`src/rtl/ctrl_pipe_pkg.sv`:
```
// ctrl_pipe_pkg: control-bundle field positions, default width, stage keep masks and NOP.
package ctrl_pipe_pkg;
  localparam int CTRL_W_DEF = 13;
  localparam int OPC_HI = 12;
  localparam int OPC_LO = 9;
  localparam int AM_B = 8;
  localparam int S_B = 7;
  localparam int LOAD_B = 6;
  localparam int RF_B = 5;
  localparam int SIZE_B = 4;
  localparam int RW_B = 3;
  localparam int EN_B = 2;
  localparam int BL_B = 1;
  localparam int B_B = 0;
  localparam logic [CTRL_W_DEF-1:0] KEEP_EX = 13'h1FFF;
  localparam logic [CTRL_W_DEF-1:0] KEEP_MEM = 13'h007C;
  localparam logic [CTRL_W_DEF-1:0] KEEP_WB = 13'h0020;
  localparam logic [CTRL_W_DEF-1:0] NOP = 13'h0000;
endpackage

```
`src/rtl/ctrl_stage_reg.sv`:
```
// ctrl_stage_reg: one {valid, ctrl} pipeline register with load enable, kill and field mask.
module ctrl_stage_reg
  import ctrl_pipe_pkg::*;
#(
  parameter int W = CTRL_W_DEF,
  parameter logic [W-1:0] KEEP = '1
) (
  input  logic         clk,
  input  logic         R,
  input  logic         le,
  input  logic         kill,
  input  logic         d_valid,
  input  logic [W-1:0] d_ctrl,
  output logic         q_valid,
  output logic [W-1:0] q_ctrl
);
  logic live;
  assign live = d_valid && !kill;
  // an invalid slot always carries all-zero ctrl
  always_ff @(posedge clk or negedge R)
    if (!R) begin
      q_valid <= 1'b0;
      q_ctrl <= '0;
    end else if (le) begin
      q_valid <= live;
      q_ctrl <= live ? d_ctrl & KEEP : '0;
    end
endmodule

```
`src/rtl/ctrl_pipe.sv`:
```
// ctrl_pipe: STAGES-deep masked control pipeline with stall, bubble and flush.
// Macro CTRL_PIPE_PERF_EN builds the saturating bubble counter; otherwise bubble_cnt is 0.
module ctrl_pipe
  import ctrl_pipe_pkg::*;
#(
  parameter int CTRL_W = CTRL_W_DEF,
  parameter int STAGES = 3,
  parameter logic [STAGES*CTRL_W-1:0] KEEP_MASK = {KEEP_WB, KEEP_MEM, KEEP_EX},
  parameter int FLUSH_DEPTH = 1,
  parameter int CNT_W = 16
) (
  input  logic                     clk,
  input  logic                     R,
  input  logic                     LE,
  input  logic [CTRL_W-1:0]        in_ctrl,
  input  logic                     in_valid,
  input  logic                     bubble,
  input  logic                     flush,
  output logic [STAGES*CTRL_W-1:0] out_ctrl,
  output logic [STAGES-1:0]        out_valid,
  output logic [CNT_W-1:0]         bubble_cnt
);
  if (FLUSH_DEPTH < 1 || FLUSH_DEPTH > STAGES) begin : g_bad_flush
    $error("ctrl_pipe: FLUSH_DEPTH must be within 1..STAGES");
  end
  logic [STAGES:0] v_chain;
  logic [(STAGES+1)*CTRL_W-1:0] c_chain;
  assign v_chain[0] = in_valid;
  assign c_chain[CTRL_W-1:0] = in_ctrl;
  for (genvar s = 0; s < STAGES; s++) begin : g_stage
    // flush outranks bubble; bubble only ever empties stage 0
    ctrl_stage_reg #(.W(CTRL_W), .KEEP(KEEP_MASK[s*CTRL_W +: CTRL_W])) u_stage (
      .clk(clk),
      .R(R),
      .le(LE),
      .kill((flush && s < FLUSH_DEPTH) || (bubble && s == 0)),
      .d_valid(v_chain[s]),
      .d_ctrl(c_chain[s*CTRL_W +: CTRL_W]),
      .q_valid(v_chain[s+1]),
      .q_ctrl(c_chain[(s+1)*CTRL_W +: CTRL_W])
    );
  end
  assign out_valid = v_chain[STAGES:1];
  assign out_ctrl = c_chain[(STAGES+1)*CTRL_W-1:CTRL_W];
`ifdef CTRL_PIPE_PERF_EN
  logic [CNT_W-1:0] cnt;
  always_ff @(posedge clk or negedge R)
    if (!R) cnt <= '0;
    else if (LE && bubble && !flush && cnt != '1) cnt <= cnt + 1'b1;
  assign bubble_cnt = cnt;
`else
  assign bubble_cnt = '0;
`endif
endmodule

```
`config.mk`:
```
export PLATFORM = sky130hd
export DESIGN_NAME = ctrl_pipe
export DESIGN_NICKNAME = d
export VERILOG_FILES = /design/src/rtl/ctrl_pipe_pkg.sv /design/src/rtl/ctrl_stage_reg.sv /design/src/rtl/ctrl_pipe.sv
export SDC_FILE = /design/constraint.sdc
export NUM_CORES = 1
export LEC_CHECK = 0
export CAP_MARGIN = 20
export CORE_MARGIN = 2
export CORE_UTILIZATION = 37
export CTS_CLUSTER_SIZE = 12
export DETAILED_ROUTE_END_ITERATION = 16
export PLACE_DENSITY = 0.87
export SYNTH_ARGS = -nofsm -noshare
export SYNTH_HDL_FRONTEND = slang
export SYNTH_SLANG_ARGS = --single-unit
```
`constraint.sdc`:
```
create_clock -name clk -period 1.1 [get_ports clk]
set_input_delay 0.22 -clock clk [delete_from_list [all_inputs] [get_ports clk]]
set_output_delay 0.22 -clock clk [all_outputs]
set_load 0.1 [all_outputs]
```
==> results of run 1 <==
## power groups by stage
stage,sequential (mW),clock (mW),combinational (mW)
2_1_floorplan,1.02,0,0.810
3_3_place_gp,0.893,0,1.06
3_5_place_dp,0.895,0,1.06
4_1_cts,0.874,0.470,1.09
5_1_grt,0.878,0.534,1.15
6_report,0.874,0.458,1.12
## per-stage QoR
stage / power, mW / TNS, ps
final: 2.45 / -1030
after global routing: 2.56 / -2210
after CTS: 2.43 / -1250
after detailed placement: 1.96 / -6370
after global placement: 1.95 / -5980
after floorplan: 1.83 / 0
## flip-flops by register name, indices dropped and copies added, names as in the netlist
signal / flops
g_stage.u_stage.q_valid: 3
g_stage.u_stage.q_ctrl: 19
## metal layers
| metal | GRT usage, % | vias up | part of all wire (%) |
|---|---|---|---|
| met5 | 0 | - | 0 |
| met4 | 5.00 | 0 | 0.46 |
| met3 | 4.32 | 2 | 7.2 |
| met2 | 21.8 | 32 | 54 |
| met1 | 13.1 | 407 | 39 |
| li1 | - | 432 | - |
## layout make-up
class                           count  area [µm²]
Multi-Input combinational cell     78         458
Inverter                           20        75.1
Clock buffer                        4        36.3
Tap cell                           46        57.6
Sequential cell                    22         576
Fill cell                         281        1300
Timing Repair Buffer               54         806
## timing repair
item | 4_1_cts | 5_1_grt
cloned | 0 | 2
pin swaps | 0 | 2
setup buffers | 7 | 1
setup endpoints to repair | 32 | 29
endpoints found under the hold margin | 0 | 0
resized for setup | 2 | 10
## path summary, 6_finish.rpt
path	endpoint	depth (start not counted)	start	slack (ps)
max in group asynchronous	g_stage[0].u_stage.q_ctrl[9]	2	R	700
min reg2reg	g_stage[2].u_stage.q_ctrl[5]	2	g_stage[2].u_stage.q_ctrl[5]	580
min in group clk	g_stage[2].u_stage.q_ctrl[5]	3	LE	360
max reg2reg	g_stage[1].u_stage.q_ctrl[5]	4	g_stage[0].u_stage.q_valid	100
max	out_ctrl[1]	1	g_stage[0].u_stage.q_ctrl[1]	-60
min	g_stage[2].u_stage.q_valid	2	R	240
## cell families after synthesis
group,after synthesis
AO/OA/AOI/OAI,19
buffers and inverters,66
flip-flops,22
multiplexers,3
other,1
AND/OR/NAND/NOR,20
## cell usage after synthesis (all sizes together)
cell type | n | area share, %
buf | 44 | 27
dfrtp | 22 | 43
inv | 20 | 5.9
nand2 | 13 | 3.8
o22ai | 13 | 11
nand3 | 6 | 2.4
o21ai | 6 | 2.4
clkbuf | 2 | 0.59
mux2 | 2 | 1.8
conb | 1 | 0.30
mux2i | 1 | 0.79
or3b | 1 | 0.69
==> impl_metrics.toml, run 1 <==
[finish]
post-route-util_pct = 60.7
n_antenna_cell = 0
most_common_library_cell_in_the_layout_ignoring_fill_and_taps = "sky130_fd_sc_hd__conb_1"
layout-area-overhead-vs-synth_pct = 58.1
final_cells = 224
layout.cells.most_common_list = "sky130_fd_sc_hd__conb_1, sky130_fd_sc_hd__buf_12, sky130_fd_sc_hd__inv_1, sky130_fd_sc_hd__dfrtp_2, sky130_fd_sc_hd__clkdlybuf4s50_1"
post_route_cells_drive_above_1_share_pct = 42.7
layout.cell_area.non_filler_um2 = 2010
layout.nets = 198

[power_and_ir_drop]
p_per_area_nw_per_um2 = 1220
vdd.ir_drop.worst_uv = 514
switchingPower_mw = 1.16
intPower_mw = 1.30
power.share.switching_pct = 47.2
power.share.combinational_pct = 45.7
p_leak_nw = 0.900
pwr-share-seq_pct = 35.6
power.clock.fraction_pct = 18.7

[placed_design]
placement.setup.worst_slack_ps = -361
placement.cell_area_um2 = 1810
gp_congestion = 0.713
placed_cells_incl_taps = 210
detailedPlacementHpwl_mm = 1.74
io_buffer_count = 40

[synthesis]
synth-adder-area-share_pct = 0
synth_compound_gate_area_share_pct = 13.7
synthMuxAreaShare_pct = 2.56
syn-instance-count = 131
combinational_family_with_the_most_area_after_synthesis = "buffers and inverters"
synth-seq-cells = 22
fraction_of_synthesized_cell_area_in_xor_and_xnor_cells_pct = 0
synth-simple-area-share_pct = 6.90
synth.yosys.warnings = 0
synth.yosys.seq_area_share_pct = 43.3
yosys.cell_types.count = 16
synth.avg_cell_area_um2 = 9.69
syn-cell-area_um2 = 1270

[clock_network]
cts_tree = "built"
clock_tree.htree_level_count = 1
clkSlewWorstSetupHoldPaths_ps = 140
clkSinkCount = 22
cts_root_buf = "sky130_fd_sc_hd__clkbuf_4"
clk-insertion-delay-late_ps = 310
cts_max_path_buffers = 2
numCtsBuffers = 3
post_cts_hold_buffer_count = 0

[setup_path]
worstSetupPathType = "register to output pin"
cpLargestDelayFamily = "flip-flops"
timing.critical_path.required_ps = 880
setup.worst_path.start_class = "register"
crit_chain = "buf_12"
worst_ep_arrival_time_ps = 940
cp_slowest_cell = "sky130_fd_sc_hd__dfrtp_2"
timing.critical_path.buf_inv = 1
end_kind = "output pin"
cp_slowest_stage_delay_ps = 460
top_fanout_value_on_the_critical_path = 2

[floorplanning]
initial_utilization_pct = 38.4
floorplan.io_pins = 77
design.die.area_um2 = 3920
chip_height_um = 62.6
floorplan.die.width_um = 62.6
core-area_um2 = 3310
placementRows = 21

[route]
drt_pass1_iterations = 4
drt-vias-per-instance = 3.90
route.vias.total = 873
drt-initial-drc-count = 9
wire_per_inst_um = 11.7
remaining_drc_errors = 0
postRouteWirelength_mm = 2.63
number_of_nets_with_antenna_violations_after_routing = 0

[sta]
timing_max_transition_violations_final = 0
final_cycle_share_pct = 106
timing.clock.skew_ps = 11.1
max_freq_mhz = 861
timing.final.hold_violations = 0
period_needed_ps = 1160
finalSetupViolCount = 22
grt_setup_unrepaired = "yes"
final.hold.worst_slack_ps = 238
post-route-worst-setup-slack_ps = -61.1

[global_routing]
grt_overflow_total = 0
grt_antenna_before_repair = 0
grt_max_degree = 38
global_route.usage.total_pct = 12.2
grt_pass1_vias = 805
global_route_wire_length_before_repair_mm = 3.73

[hold_path]
timing.hold.worst.class = "input pin to asynchronous set/reset pin"

[job]
drv_cap = 0

[outcome]
failed_checks = "setup timing"
outcome = "finished, violations left"
No activity file was read; power rests on OpenSTA's default activity.
==> inputs of run 2 (changes only) <==
--- a/config.mk
+++ b/config.mk
@@ -5,6 +5,7 @@
 export SDC_FILE = /design/constraint.sdc
 export NUM_CORES = 1
 export LEC_CHECK = 0
+export ABC_AREA = 1
 export CAP_MARGIN = 20
 export CORE_MARGIN = 2
 export CORE_UTILIZATION = 37
==> impl_metrics.toml, run 2 <==
[finish]
layout.cell_area.non_filler_um2 = 1900
most_common_library_cell_in_the_layout_ignoring_fill_and_taps = "sky130_fd_sc_hd__nand2_1"
layout-area-overhead-vs-synth_pct = 51.7
layout.cells.most_common_list = "sky130_fd_sc_hd__nand2_1, sky130_fd_sc_hd__conb_1, sky130_fd_sc_hd__buf_12"
multiInputGateArea_um2 = 463
final_cells = 230
post_route_cells_drive_above_1_share_pct = 38.6
sequential_cell_area_um2 = 574
largest_register_ffs = 19
reg.largest.list = "g_stage.u_stage.q_ctrl x19, g_stage.u_stage.q_valid x3"
top_register = "g_stage.u_stage.q_ctrl"
layout.nets = 204
final.fill_count = 286
n_antenna_cell = 0

[outcome]
outcome = "finished, violations left"
failed_checks = "setup timing"

[floorplanning]
floorplan.io_pins = 77
design.die.area_um2 = 3870
chip_height_um = 62.2
placementRows = 21
initial_utilization_pct = 38.2
floorplan.die.width_um = 62.2
core-area_um2 = 3280

[setup_path]
worstRegToRegCells = 4
timing.rr.end = "g_stage[2].u_stage.q_valid"
timing.critical_path.required_ps = 880
top_fanout_value_on_the_critical_path = 2
setup_slack_of_the_most_critical_reg_to_reg_path_ps = 210
crit_chain = "buf_12"
worstReg2RegStart = "g_stage[2].u_stage.q_valid"
setup.worst_path.start_class = "register"
end_kind = "output pin"
worst_ep_arrival_time_ps = 940
cp_slowest_cell = "sky130_fd_sc_hd__dfrtp_2"
timing.critical_path.buf_inv = 1
worstSetupPathType = "register to output pin"
cp_slowest_stage_delay_ps = 460
cpLargestDelayFamily = "flip-flops"

[global_routing]
grt_antenna_before_repair = 0
gr-usage-met1_pct = 15.4
grt_pass1_vias = 916
global_route.usage.met2_pct = 25.7
grt_overflow_total = 0
peak_usage_layer_in_the_global_routing_report = "met2"
global_route.usage.total_pct = 14.0
global_route_wire_length_before_repair_mm = 4.31
grt_max_degree = 23
grt_met3_use_pct = 2.72

[synthesis]
syn-instance-count = 136
yosysTopAreaCellShare_pct = 43.9
synth.avg_cell_area_um2 = 9.23
yosys.cell_types.count = 14
post-synth-top-area-cell = "sky130_fd_sc_hd__dfrtp_1"
synth.yosys.warnings = 0
synth_most_common_cell = "sky130_fd_sc_hd__nand2_1"
synth-seq-cells = 22
synth-main-ff-cell = "sky130_fd_sc_hd__dfrtp_1"
synth_area_leaders = "sky130_fd_sc_hd__dfrtp_1, sky130_fd_sc_hd__buf_4, sky130_fd_sc_hd__nand2_1"
synth_edf_count = 0
synth.yosys.seq_area_share_pct = 43.9
post_synth_most_frequent_cells = "sky130_fd_sc_hd__nand2_1, sky130_fd_sc_hd__buf_4, sky130_fd_sc_hd__dfrtp_1, sky130_fd_sc_hd__nand3_1, sky130_fd_sc_hd__nand3_2"
synth_async_sr_flop_share_pct = 100
syn-cell-area_um2 = 1250

[route]
number_of_nets_with_antenna_violations_after_routing = 0
remaining_drc_errors = 0
wire_per_inst_um = 11.5
postRouteWirelength_mm = 2.64
drt-vias-per-instance = 4.11
drt_pass1_iterations = 6
drt-initial-drc-count = 14
route.vias.total = 945

[power_and_ir_drop]
power.clock.fraction_pct = 24.6
switchingPower_mw = 1.12
intPower_mw = 1.42
p_leak_nw = 0.935
pwr-share-seq_pct = 34.1
power.share.switching_pct = 44.2
p_per_area_nw_per_um2 = 1330
vdd.ir_drop.worst_uv = 600
power.share.combinational_pct = 41.3

[sta]
period_needed_ps = 1160
timing_max_transition_violations_final = 0
post-route-worst-setup-slack_ps = -64.0
total_neg_setup_slack_ps = -1080
final_cycle_share_pct = 106
finalSetupViolCount = 22
timing.final.hold_violations = 0
grt_setup_unrepaired = "yes"
max_freq_mhz = 859
timing.clock.skew_ps = 10.5

[clock_network]
cts_max_path_buffers = 2
numCtsBuffers = 3
postCtsResizedCells = 0
cts_tree = "built"
clkSlewWorstSetupHoldPaths_ps = 130
cts_root_buf = "sky130_fd_sc_hd__clkbuf_4"
clk-insertion-delay-late_ps = 310
clock_tree.htree_level_count = 1
clkSinkCount = 22

[hold_path]
timing.hold.worst.class = "input pin to asynchronous set/reset pin"

[placed_design]
placement.cell_area_um2 = 1780
placed_cells_incl_taps = 217
io_buffer_count = 40
gp_congestion = 0.753
detailedPlacementHpwl_mm = 1.89

[job]
drv_cap = 0
## run 2: cell count changes after synthesis, sizes merged
cell	change
clkbuf	-2
inv	-17
mux2	-2
mux2i	-1
nand2	+32
nand3	+12
nor2	+1
o21ai	-4
o22ai	-13
or3b	-1
## run 2: worst max path at each step
| stage | start | endpoint | slack (ps) | depth (start not counted) |
|---|---|---|---|---|
| finish | g_stage[0].u_stage.q_ctrl[1] | out_ctrl[1] | -60 | 1 |
| global route | g_stage[0].u_stage.q_ctrl[1] | out_ctrl[1] | -100 | 1 |
| CTS | g_stage[0].u_stage.q_ctrl[1] | out_ctrl[1] | -70 | 1 |
| detailed placement | LE | g_stage[0].u_stage.q_ctrl[9] | -230 | 4 |
| global placement | LE | g_stage[0].u_stage.q_ctrl[8] | -180 | 5 |
| floorplan | g_stage[1].u_stage.q_ctrl[5] | g_stage[1].u_stage.q_ctrl[5] | 120 | 2 |
## run 2: area by class of cell
type                    instances  area share [%]
repair buffers                 53            39.0
flip-flops and latches         22            30.2
multi-input cells             102            24.3
well taps                      46            3.02
clock inverters                 1            1.58
clock buffers                   3            1.18
inverters                       3           0.723
## run 2: logic make-up (layout without fill, tap and decap cells)
family,count (synthesis),count (layout),share of synthesized area (%)
and+or+nand+nor,64,64,25.3
AOI/OAI and AO/OA,2,2,0.798
other,1,36,0.299
buffers and inverters,47,60,29.7
DFF,22,22,43.9
## run 2: metal layers
metal	share of wire [%]	routed length, µm
met2	55	1450
met1	37	966
met5	0	0
met3	6.6	173
met4	2.0	54
## run 2: timing repair
item,4_1_cts,5_1_grt
hold buffers,0,0
setup buffers,8,1
pin swaps,0,0
setup endpoints to repair,22,22
## run 2: metrics by stage
step,power (mW),setup slack (ps),utilization (%),hold slack (ps)
global placement,1.90,-179,54.3,509
floorplan,1.79,117,-,-75.6
CTS,2.54,-69.9,57.8,245
global route,2.62,-100,58.0,226
detailed placement,1.91,-226,54.3,512
finish,2.54,-64.0,58.0,241
## run 2: power groups by stage
stage               clock network, mW  logic [mW]  registers [mW]
CTS                             0.628        1.05           0.868
finish                          0.624        1.05           0.868
detailed placement                  0        1.02           0.887
floorplan                           0       0.782            1.01
global route                    0.671        1.08           0.871
global placement                    0        1.02           0.886
## run 2: worst register-to-register path, cell delays in order (launching register included)
cell and delay (ps):
sky130_fd_sc_hd__dfrtp_1 430, sky130_fd_sc_hd__buf_4 140, sky130_fd_sc_hd__buf_4 120, sky130_fd_sc_hd__nand2_1 60, sky130_fd_sc_hd__nand2_1 50
==> inputs of run 3 (changes only) <==
--- a/config.mk
+++ b/config.mk
@@ -11,7 +11,7 @@
 export CORE_UTILIZATION = 37
 export CTS_CLUSTER_SIZE = 12
 export DETAILED_ROUTE_END_ITERATION = 16
-export PLACE_DENSITY = 0.87
+export PLACE_DENSITY = 0.86
 export SYNTH_ARGS = -nofsm -noshare
 export SYNTH_HDL_FRONTEND = slang
 export SYNTH_SLANG_ARGS = --single-unit
==> impl_metrics.toml, run 3 (same netlist as run 2, synthesis figures left out) <==
[placed_design]
io_buffer_count = 40
placed_cells_incl_taps = 217
detailedPlacementHpwl_mm = 1.88
gp_congestion = 0.754
placement.setup.worst_slack_ps = -221
placement.cell_area_um2 = 1780

[finish]
layout.nets = 204
post_route_cells_drive_above_1_share_pct = 38.6
multiInputGateArea_um2 = 463
top_register = "g_stage.u_stage.q_ctrl"
final.fill_count = 280
layout.cells.most_common_list = "sky130_fd_sc_hd__nand2_1, sky130_fd_sc_hd__conb_1, sky130_fd_sc_hd__buf_12"
most_common_library_cell_in_the_layout_ignoring_fill_and_taps = "sky130_fd_sc_hd__nand2_1"
sequential_cell_area_um2 = 574
largest_register_ffs = 19
final_cells = 230
n_antenna_cell = 0
reg.largest.list = "g_stage.u_stage.q_ctrl x19, g_stage.u_stage.q_valid x3"
layout.cell_area.non_filler_um2 = 1900
layout-area-overhead-vs-synth_pct = 51.7

[clock_network]
numCtsBuffers = 3
cts_max_path_buffers = 2
cts_root_buf = "sky130_fd_sc_hd__clkbuf_4"
clkSinkCount = 22
clk-insertion-delay-late_ps = 300
clock_tree.htree_level_count = 1
clkSlewWorstSetupHoldPaths_ps = 120
post_cts_hold_buffer_count = 0
cts_tree = "built"

[floorplanning]
design.die.area_um2 = 3870
placementRows = 21
chip_height_um = 62.2
floorplan.die.width_um = 62.2
floorplan.io_pins = 77
core-area_um2 = 3280
initial_utilization_pct = 38.2

[sta]
timing.clock.skew_ps = 4.41
max_freq_mhz = 869
total_neg_setup_slack_ps = -915
finalSetupViolCount = 22
final_cycle_share_pct = 105
timing.final.hold_violations = 0
period_needed_ps = 1150
grt_setup_unrepaired = "yes"
post-route-worst-setup-slack_ps = -50.5
timing_max_transition_violations_final = 0

[global_routing]
grt_pass1_vias = 897
grt_antenna_before_repair = 0
grt_max_degree = 23
grt_overflow_total = 0
global_route.usage.total_pct = 13.0
global_route_wire_length_before_repair_mm = 4.06

[route]
top_layer = "met4"
postRouteWirelength_mm = 2.51
number_of_nets_with_antenna_violations_after_routing = 0
wl_met3_um = 153
drt-initial-drc-count = 22
route.vias.total = 912
drt_met1_wl_mm = 1.01
remaining_drc_errors = 0
wire_per_inst_um = 10.9
drt-vias-per-instance = 3.97
drt_pass1_iterations = 4
wl_met2_mm = 1.32

[power_and_ir_drop]
fin_total_pwr_mw = 2.52
p_per_area_nw_per_um2 = 1320
p_leak_nw = 0.935
vdd.ir_drop.worst_uv = 513

[setup_path]
end_kind = "output pin"
cpLargestDelayFamily = "flip-flops"
timing.critical_path.buf_inv = 1
worstSetupPathType = "register to output pin"
cp_slowest_stage_delay_ps = 450
top_fanout_value_on_the_critical_path = 2
crit_chain = "buf_12"
cp_slowest_cell = "sky130_fd_sc_hd__dfrtp_2"
timing.critical_path.required_ps = 880
setup.worst_path.start_class = "register"
worst_ep_arrival_time_ps = 930
setup_slack_of_the_most_critical_reg_to_reg_path_ps = 240

[outcome]
outcome = "finished, violations left"
failed_checks = "setup timing"

[job]
drv_cap = 0

[hold_path]
timing.hold.worst.class = "input pin to asynchronous set/reset pin"
-- run 3: cell counts in the layout (fill, tap and decap cells not counted) --
No cell type changed its count.
-- run 3: report_power, final --
| part | total [mW] | internal (mW) | switching [mW] |
|---|---|---|---|
| sequential | 0.868 | 0.838 | 0.0303 |
| combinational | 1.04 | 0.208 | 0.835 |
| clock | 0.610 | 0.368 | 0.241 |
| total | 2.52 | 1.41 | 1.11 |
-- run 3: area by class of cell --
cell class,instances,area share [%]
timing repair buffer,53,39.0
sequential,22,30.2
multi-input combinational,102,24.3
tap,46,3.02
clock inverter,1,1.58
clock buffer,3,1.18
inverter,3,0.723
-- run 3: worst paths after layout --
path | start | endpoint | cells after the start
setup / recovery | g_stage[0].u_stage.q_ctrl[11] | out_ctrl[11] | 1
hold / removal | R | g_stage[0].u_stage.q_ctrl[0] | 2
setup reg to reg | g_stage[0].u_stage.q_valid | g_stage[1].u_stage.q_ctrl[5] | 3
hold reg to reg | g_stage[0].u_stage.q_ctrl[0] | g_stage[0].u_stage.q_ctrl[0] | 2
max in group asynchronous | R | g_stage[0].u_stage.q_ctrl[2] | 2
min in group clk | in_ctrl[6] | g_stage[0].u_stage.q_ctrl[6] | 3
-- run 3: metal layers --
layer	vias to the layer above	track usage (%)
li1	442	-
met1	429	14.5
met2	36	24.2
met3	5	3.80
met4	0	3.61
met5	-	0
-- run 3: stage by stage --
step | hold slack, ps | utilization, %
floorplan | -75.6 | -
global placement | 507 | 54.3
detailed placement | 518 | 54.3
CTS | 240 | 57.5
global route | 245 | 58.0
finish | 241 | 58.0
-- run 3: repair_timing --
item	4_1_cts	5_1_grt
setup endpoints to repair	22	22
resized for setup	0	0
buffers inserted	7	2
